$ cat src/rtl/ldpc_pkg.sv
// Shared LDPC decoder types: Q8.8 LLR word, magnitude type, saturating absolute value.
package ldpc_pkg;
    localparam int INT  = 8;
    localparam int FRAC = 8;
    localparam int W    = INT + FRAC;

    typedef logic signed [W-1:0] llr_t;
    typedef logic        [W-1:0] mag_t;

    localparam mag_t MAG_MAX    = {1'b0, {(W-1){1'b1}}};
    localparam llr_t LLR_MIN    = {1'b1, {(W-1){1'b0}}};
    localparam mag_t OFFSET_DEF = mag_t'(128);

    // The most negative LLR has no positive twin, so it clamps to MAG_MAX.
    function automatic mag_t sat_abs(input llr_t x);
        mag_t r;
        r = mag_t'(x);
        if (x[W-1]) begin
            r = (x == LLR_MIN) ? MAG_MAX : mag_t'(-x);
        end
        return r;
    endfunction
endpackage

$ cat src/rtl/cn_minsum_serial_if.sv
// v2c input stream and c2v output stream of one serial check node, plus status flags.
interface cn_minsum_serial_if;
    import ldpc_pkg::*;

    logic in_valid;
    logic in_ready;
    llr_t in_msg;
    logic in_last;
    logic out_valid;
    logic out_ready;
    llr_t out_msg;
    logic out_last;
    logic parity_ok;
    logic err_len;

    modport master (
        output in_valid, in_msg, in_last, out_ready,
        input  in_ready, out_valid, out_msg, out_last, parity_ok, err_len
    );

    modport slave (
        input  in_valid, in_msg, in_last, out_ready,
        output in_ready, out_valid, out_msg, out_last, parity_ok, err_len
    );
endinterface

$ cat src/rtl/cn_min2_tracker.sv
// Running min1/min2/argmin over one check's magnitudes; updates on en_i, restarts when first_i.
// Next-state values are exported so the caller can use the final beat's result in the same cycle.
module cn_min2_tracker
    import ldpc_pkg::*;
#(
    parameter int DEG = 6,
    parameter int CW  = $clog2(DEG)
) (
    input  logic          clk,
    input  logic          rst,
    input  logic          en_i,
    input  logic          first_i,
    input  mag_t          mag_i,
    input  logic [CW-1:0] k_i,
    output mag_t          min1_o,
    output mag_t          min2_o,
    output logic [CW-1:0] idx_o,
    output mag_t          min1_nx_o,
    output mag_t          min2_nx_o,
    output logic [CW-1:0] idx_nx_o
);
    mag_t          min1_q, min2_q, min1_d, min2_d;
    logic [CW-1:0] idx_q, idx_d;

    // Strict compares keep the earlier index on ties.
    always_comb begin
        min1_d = first_i ? MAG_MAX : min1_q;
        min2_d = first_i ? MAG_MAX : min2_q;
        idx_d  = first_i ? '0 : idx_q;
        if (mag_i < min1_d) begin
            min2_d = min1_d;
            min1_d = mag_i;
            idx_d  = k_i;
        end else if (mag_i < min2_d) begin
            min2_d = mag_i;
        end
    end

    always_ff @(posedge clk) begin
        if (rst) begin
            min1_q <= MAG_MAX;
            min2_q <= MAG_MAX;
            idx_q  <= '0;
        end else if (en_i) begin
            min1_q <= min1_d;
            min2_q <= min2_d;
            idx_q  <= idx_d;
        end
    end

    assign min1_o    = min1_q;
    assign min2_o    = min2_q;
    assign idx_o     = idx_q;
    assign min1_nx_o = min1_d;
    assign min2_nx_o = min2_d;
    assign idx_nx_o  = idx_d;
endmodule

$ cat src/rtl/cn_minsum_serial.sv
// Serial offset-min-sum check node: DEG v2c beats in, DEG c2v beats out in order, first out 1 cycle after last in.
// Outputs are registered and held while out_ready is low; input is blocked during EMIT (1 bubble per check).
module cn_minsum_serial
    import ldpc_pkg::*;
#(
    parameter int   DEG    = 6,
    parameter mag_t OFFSET = OFFSET_DEF
) (
    input  logic               clk,
    input  logic               rst,
    cn_minsum_serial_if.slave  bus
);
    localparam int            CW   = $clog2(DEG);
    localparam logic [CW-1:0] LAST = CW'(DEG - 1);

    typedef enum logic {COLLECT, EMIT} state_t;

    state_t        state_q;
    logic [CW-1:0] cnt_q;
    logic          sgn_q;
    logic [DEG-1:0] sign_vec_q;
    logic          err_q, in_ready_q, out_valid_q, out_last_q, parity_q;
    llr_t          out_msg_q;

    mag_t           mag, min1_q, min2_q, min1_nx, min2_nx, m1, m2;
    logic [CW-1:0]  idx_q, idx_nx, idx, j_nx;
    logic           msb, sgn_nx, sg, accept, fire;
    logic [DEG-1:0] svec_nx, sv;
    llr_t           nxt_msg;

    function automatic llr_t c2v(input mag_t m, input logic neg);
        mag_t mp;
        mp = (m > OFFSET) ? m - OFFSET : '0;
        return neg ? llr_t'(-mp) : llr_t'(mp);
    endfunction

    assign accept = bus.in_valid & in_ready_q;
    assign fire   = out_valid_q & bus.out_ready;

    cn_min2_tracker #(.DEG(DEG), .CW(CW)) u_trk (
        .clk       (clk),
        .rst       (rst),
        .en_i      (accept),
        .first_i   (cnt_q == '0),
        .mag_i     (mag),
        .k_i       (cnt_q),
        .min1_o    (min1_q),
        .min2_o    (min2_q),
        .idx_o     (idx_q),
        .min1_nx_o (min1_nx),
        .min2_nx_o (min2_nx),
        .idx_nx_o  (idx_nx)
    );

    // Beat 0 is built from the tracker's next state so it is ready the cycle after the last input.
    always_comb begin
        mag     = sat_abs(bus.in_msg);
        msb     = bus.in_msg[W-1];
        sgn_nx  = (cnt_q == '0) ? msb : (sgn_q ^ msb);
        svec_nx = sign_vec_q;
        svec_nx[cnt_q] = msb;
        if (state_q == COLLECT) begin
            j_nx = '0;
            m1   = min1_nx;
            m2   = min2_nx;
            idx  = idx_nx;
            sg   = sgn_nx;
            sv   = svec_nx;
        end else begin
            j_nx = cnt_q + CW'(1);
            m1   = min1_q;
            m2   = min2_q;
            idx  = idx_q;
            sg   = sgn_q;
            sv   = sign_vec_q;
        end
        nxt_msg = c2v((j_nx == idx) ? m2 : m1, sg ^ sv[j_nx]);
    end

    always_ff @(posedge clk) begin
        if (rst) begin
            state_q     <= COLLECT;
            cnt_q       <= '0;
            sgn_q       <= 1'b0;
            sign_vec_q  <= '0;
            err_q       <= 1'b0;
            in_ready_q  <= 1'b1;
            out_valid_q <= 1'b0;
            out_msg_q   <= '0;
            out_last_q  <= 1'b0;
            parity_q    <= 1'b0;
        end else begin
            case (state_q)
                COLLECT: if (accept) begin
                    sign_vec_q <= svec_nx;
                    sgn_q      <= sgn_nx;
                    if (bus.in_last != (cnt_q == LAST)) err_q <= 1'b1;
                    if (cnt_q == LAST) begin
                        state_q     <= EMIT;
                        cnt_q       <= '0;
                        in_ready_q  <= 1'b0;
                        out_valid_q <= 1'b1;
                        out_msg_q   <= nxt_msg;
                        out_last_q  <= (j_nx == LAST);
                        parity_q    <= ~sgn_nx;
                    end else begin
                        cnt_q <= cnt_q + CW'(1);
                    end
                end
                EMIT: if (fire) begin
                    if (cnt_q == LAST) begin
                        state_q     <= COLLECT;
                        cnt_q       <= '0;
                        in_ready_q  <= 1'b1;
                        out_valid_q <= 1'b0;
                        out_msg_q   <= '0;
                        out_last_q  <= 1'b0;
                    end else begin
                        cnt_q      <= j_nx;
                        out_msg_q  <= nxt_msg;
                        out_last_q <= (j_nx == LAST);
                    end
                end
                default: state_q <= COLLECT;
            endcase
        end
    end

    assign bus.in_ready  = in_ready_q;
    assign bus.out_valid = out_valid_q;
    assign bus.out_msg   = out_msg_q;
    assign bus.out_last  = out_last_q;
    assign bus.parity_ok = parity_q;
    assign bus.err_len   = err_q;
endmodule

$ cat src/flat_wrapper.sv
// flat-port wrapper written by rule: the top's interface ports become plain ports
module cn_minsum_serial_flat import ldpc_pkg::*;
#(
    parameter int   DEG    = 6,
    parameter mag_t OFFSET = OFFSET_DEF
)
  (clk, rst, bus_in_valid, bus_in_msg, bus_in_last, bus_out_ready, bus_in_ready, bus_out_valid, bus_out_msg, bus_out_last, bus_parity_ok, bus_err_len);
  cn_minsum_serial_if bus_i ();
  input  logic clk;
  input  logic rst;
  input wire logic [$bits(bus_i.in_valid)-1:0] bus_in_valid;
  input wire logic [$bits(bus_i.in_msg)-1:0] bus_in_msg;
  input wire logic [$bits(bus_i.in_last)-1:0] bus_in_last;
  input wire logic [$bits(bus_i.out_ready)-1:0] bus_out_ready;
  output wire logic [$bits(bus_i.in_ready)-1:0] bus_in_ready;
  output wire logic [$bits(bus_i.out_valid)-1:0] bus_out_valid;
  output wire logic [$bits(bus_i.out_msg)-1:0] bus_out_msg;
  output wire logic [$bits(bus_i.out_last)-1:0] bus_out_last;
  output wire logic [$bits(bus_i.parity_ok)-1:0] bus_parity_ok;
  output wire logic [$bits(bus_i.err_len)-1:0] bus_err_len;
  assign bus_i.in_valid = bus_in_valid;
  assign bus_i.in_msg = bus_in_msg;
  assign bus_i.in_last = bus_in_last;
  assign bus_i.out_ready = bus_out_ready;
  assign bus_in_ready = bus_i.in_ready;
  assign bus_out_valid = bus_i.out_valid;
  assign bus_out_msg = bus_i.out_msg;
  assign bus_out_last = bus_i.out_last;
  assign bus_parity_ok = bus_i.parity_ok;
  assign bus_err_len = bus_i.err_len;
  cn_minsum_serial #(.DEG(DEG), .OFFSET(OFFSET)) u_core (.clk(clk), .rst(rst), .bus(bus_i));
endmodule
$ cat config.mk
export PLATFORM = sky130hd
export DESIGN_NAME = cn_minsum_serial_flat
export DESIGN_NICKNAME = d
export VERILOG_FILES = /design/src/rtl/ldpc_pkg.sv /design/src/rtl/cn_minsum_serial_if.sv /design/src/rtl/cn_min2_tracker.sv /design/src/rtl/cn_minsum_serial.sv /design/src/flat_wrapper.sv
export SDC_FILE = /design/constraint.sdc
export NUM_CORES = 1
export LEC_CHECK = 0
export BUFFER_PORTS_ARGS = -buffer_cell sky130_fd_sc_hd__buf_2
export CELL_PAD_IN_SITES_DETAIL_PLACEMENT = 1
export CELL_PAD_IN_SITES_GLOBAL_PLACEMENT = 1
export CORE_MARGIN = 5
export CORE_UTILIZATION = 41
export CTS_BUF_LIST = sky130_fd_sc_hd__clkbuf_8 sky130_fd_sc_hd__clkbuf_16
export DETAILED_ROUTE_END_ITERATION = 10
export PLACE_DENSITY_LB_ADDON = 0.25
export SLEW_MARGIN = 20
export SYNTH_ARGS = -nofsm -noshare
export SYNTH_HDL_FRONTEND = slang
export SYNTH_SLANG_ARGS = --single-unit
$ cat constraint.sdc
create_clock -name clk -period 7.9 [get_ports clk]
set_input_delay 2.37 -clock clk [delete_from_list [all_inputs] [get_ports clk]]
set_output_delay 2.37 -clock clk [all_outputs]
set_load 0.02 [all_outputs]
==> metrics.csv <==
metric,value,unit
dpl hpwl,17.4,mm
CTS clock-pin slew for the worst setup and hold paths,60,ps
VDD IR max,0.103,mV
WL/cell,21.7,um
Cell variety after synth,78,
final hold vios,0,
Mapped Area,5960,um^2
Synth area leader,dfxtp_1,
clock root buffer,clkbuf_16,
Initial Utilization,0.415,
largest net degree at the start of global routing,57,
grt total ovfl,0,
area of the multi-input gates,4680,um^2
worst setup margin,23.6,ps
Mapped Nets,845,
sequential-to-total area share from yosys stat,0.225,
leak pwr,3.49,nW
Die H,131,um
first-pass GRT wire length,36.8,mm
CP dominant cell by count,buf_4,
#FFs+latches synth,67,
"CP delay by family, top",simple AND/OR/NAND/NOR gates,
antenna cells,0,
share of layout cells above drive strength 1,0.316,
Max-cap violations,0,
Clock Latency Late Sink,340,ps
startpoint types,input pin,
fmax,127,MHz
Post-synth EDFFs,0,
nets@finish,1007,
"FFs w/ async S/R, synth",0,
Sink Count,67,
HP Class,reg2reg,
clock period minus worst slack,7880,ps
port bufs,41,
# hold bufs at CTS,0,
DRT iter0 DRCs,419,
power per cell area,156,nW/um^2
WHS,455,ps
Max-slew headroom,0.300,
"top cells by area, synth","dfxtp_1, ha_1, nor2_1",
Worst Max-Slew Pin Slew,1050,ps
most frequent cells after synthesis,"nor2_1, nand2_1, dfxtp_1",
Gate Count Post-Synth,788,
GRT Resource Usage Total,0.269,
vias in the first global route,7264,
R2R Setup Slk,1550,ps
CTS tree,done,
maximum clock insertion buffer count,2,
# DRC,0,
Crit. End Element,register,
die width,131,um
CORE AREA,14400,um^2
Critical-path top delay cell,or4b_4,
io pins,42,
number of buffers created by CTS,9,
area share of the largest cell type after synthesis,0.225,
Ys Warns,0,
critical path class,in2reg,
fin. max-slew vios,0,
P&R area growth vs syn,35.0,%
top-count cell post-synth,nor2_1,
GPL Wtd Cong,1.04,
fraction of the cycle the final worst path needs,0.997,
status,"finished, final reports clean",
CP required,8160,ps
clk_skew,5.68,ps
Synth Area per Inst,7.56,um^2
Vias,7101,
post-route ant nets,0,
Sequential cell area,1340,um^2
RSZ-0062 raised after global routing,true,
crit-path max FO,8,
CP arrival,8130,ps
cell row count,44,
WL final,24.7,mm
DRT Pass-1 Iters,8,
fillers,1775,
Final Setup Violations,0,
initial antenna violation count,0,
H-tree Lvls,3,
dominant synthesized flop cell,dfxtp_1,
Die Area,17000,um^2
Worst Path Buf+Inv,5,
CP max stage delay,480,ps
pre-CTS WS,-538,ps
vias per cell,6.23,
==> registers in the layout, summed over array words and instances, names as in the netlist, 3 cells and up <==
| name | cells |
|---|---|
| u_core.cnt_q | 3 |
| u_core.u_trk.idx_o | 3 |
| u_core.u_trk.min1_o | 16 |
| u_core.sign_vec_q | 6 |
| u_core.bus.out_msg | 16 |
| u_core.u_trk.min2_o | 16 |
==> cell families (layout without fill, tap and decap cells) <==
group / count (synthesis) / in the layout / synth area share
AND/OR/NAND/NOR: 312 / 312 / 0.257
AO/OA/AOI/OAI: 232 / 232 / 0.270
buffers and inverters: 70 / 237 / 0.0510
flip-flops: 67 / 67 / 0.225
multiplexers: 39 / 39 / 0.0716
adder cells (fa/ha/maj): 36 / 36 / 0.0756
XOR/XNOR: 32 / 32 / 0.0495
==> path summary, 6_finish.rpt <==
| kind | start | cells past startpoint | to |
|---|---|---|---|
| worst max-delay path | bus_in_msg[0] | 27 | u_core.bus.out_msg[14] |
| worst min-delay path | u_core.bus.parity_ok | 2 | u_core.bus.parity_ok |
| worst max register to register | u_core.cnt_q[0] | 24 | u_core.bus.out_msg[15] |
| worst min register to register | u_core.bus.parity_ok | 2 | u_core.bus.parity_ok |
==> layer usage <==
| metal | global-route usage | routed length [um] | vias up |
|---|---|---|---|
| met2 | 0.479 | 12500 | 250 |
| met4 | 0.105 | 1030 | 0 |
| met3 | 0.0447 | 1160 | 84 |
| met1 | 0.322 | 10000 | 3515 |
| met5 | 0 | 0 | - |
| li1 | - | - | 3252 |
==> area by class of cell <==
type	count	area share
clock inverters	6	0.00513
flip-flops and latches	67	0.167
inverters	20	0.00933
multi-input cells	651	0.582
repair buffers	201	0.179
well taps	184	0.0286
clock buffers	10	0.0297
==> per-stage QoR <==
step	power, mW	instances	setup TNS, ps	utilization	cell area, um^2
after global placement	0.795	1106	-2170	0.508	7300
after CTS	1.21	1128	0	0.536	7690
after floorplan	0.633	788	0	-	6020
final	1.25	1139	0	0.560	8050
after global routing	1.31	1139	-1160	0.560	8050
after detailed placement	0.817	1106	-3830	0.508	7300
==> worst min-delay path: stages (launching register included) <==
cell and delay (ps):
dfxtp_1 310, nand2_1 50, a21oi_1 50
==> power breakdown <==
group | total [mW] | switching (mW) | internal, mW
registers | 0.369 | 0.0159 | 0.353
logic | 0.502 | 0.278 | 0.224
clock network | 0.381 | 0.161 | 0.220
==> timing repair <==
item,CTS,global route
buffers inserted,6,11
setup endpoints to repair,7,11
pin swaps,4,28
gates resized for setup,12,57
==> cell usage in the layout, fill, tap and decap left out, types with 5 or more instances in the layout <==
cell,netlist,routed
and2_1,10,9
mux2i_1,28,24
a21o_1,9,8
nor2_1,95,94
o31a_1,6,6
mux2_2,9,9
buf_6,3,6
a211oi_2,2,5
clkbuf_16,0,9
o211ai_1,8,8
o31ai_1,9,7
nor4_1,7,5
o22ai_1,15,13
inv_1,19,17
buf_4,1,153
a21oi_1,54,50
ha_1,36,33
o21ai_0,34,28
nand4_1,9,9
nand2b_1,18,17
nand3_1,31,30
xor2_1,11,11
a211oi_1,9,5
a22oi_1,8,6
a31oi_1,6,5
xnor2_1,20,20
and3_1,7,6
o221ai_1,6,5
dfxtp_1,67,67
buf_2,12,41
nand2_1,75,75
nor3_1,25,23
o21ai_1,6,10
a211o_1,18,18
Note: power is estimated with default switching activity, not from simulation.
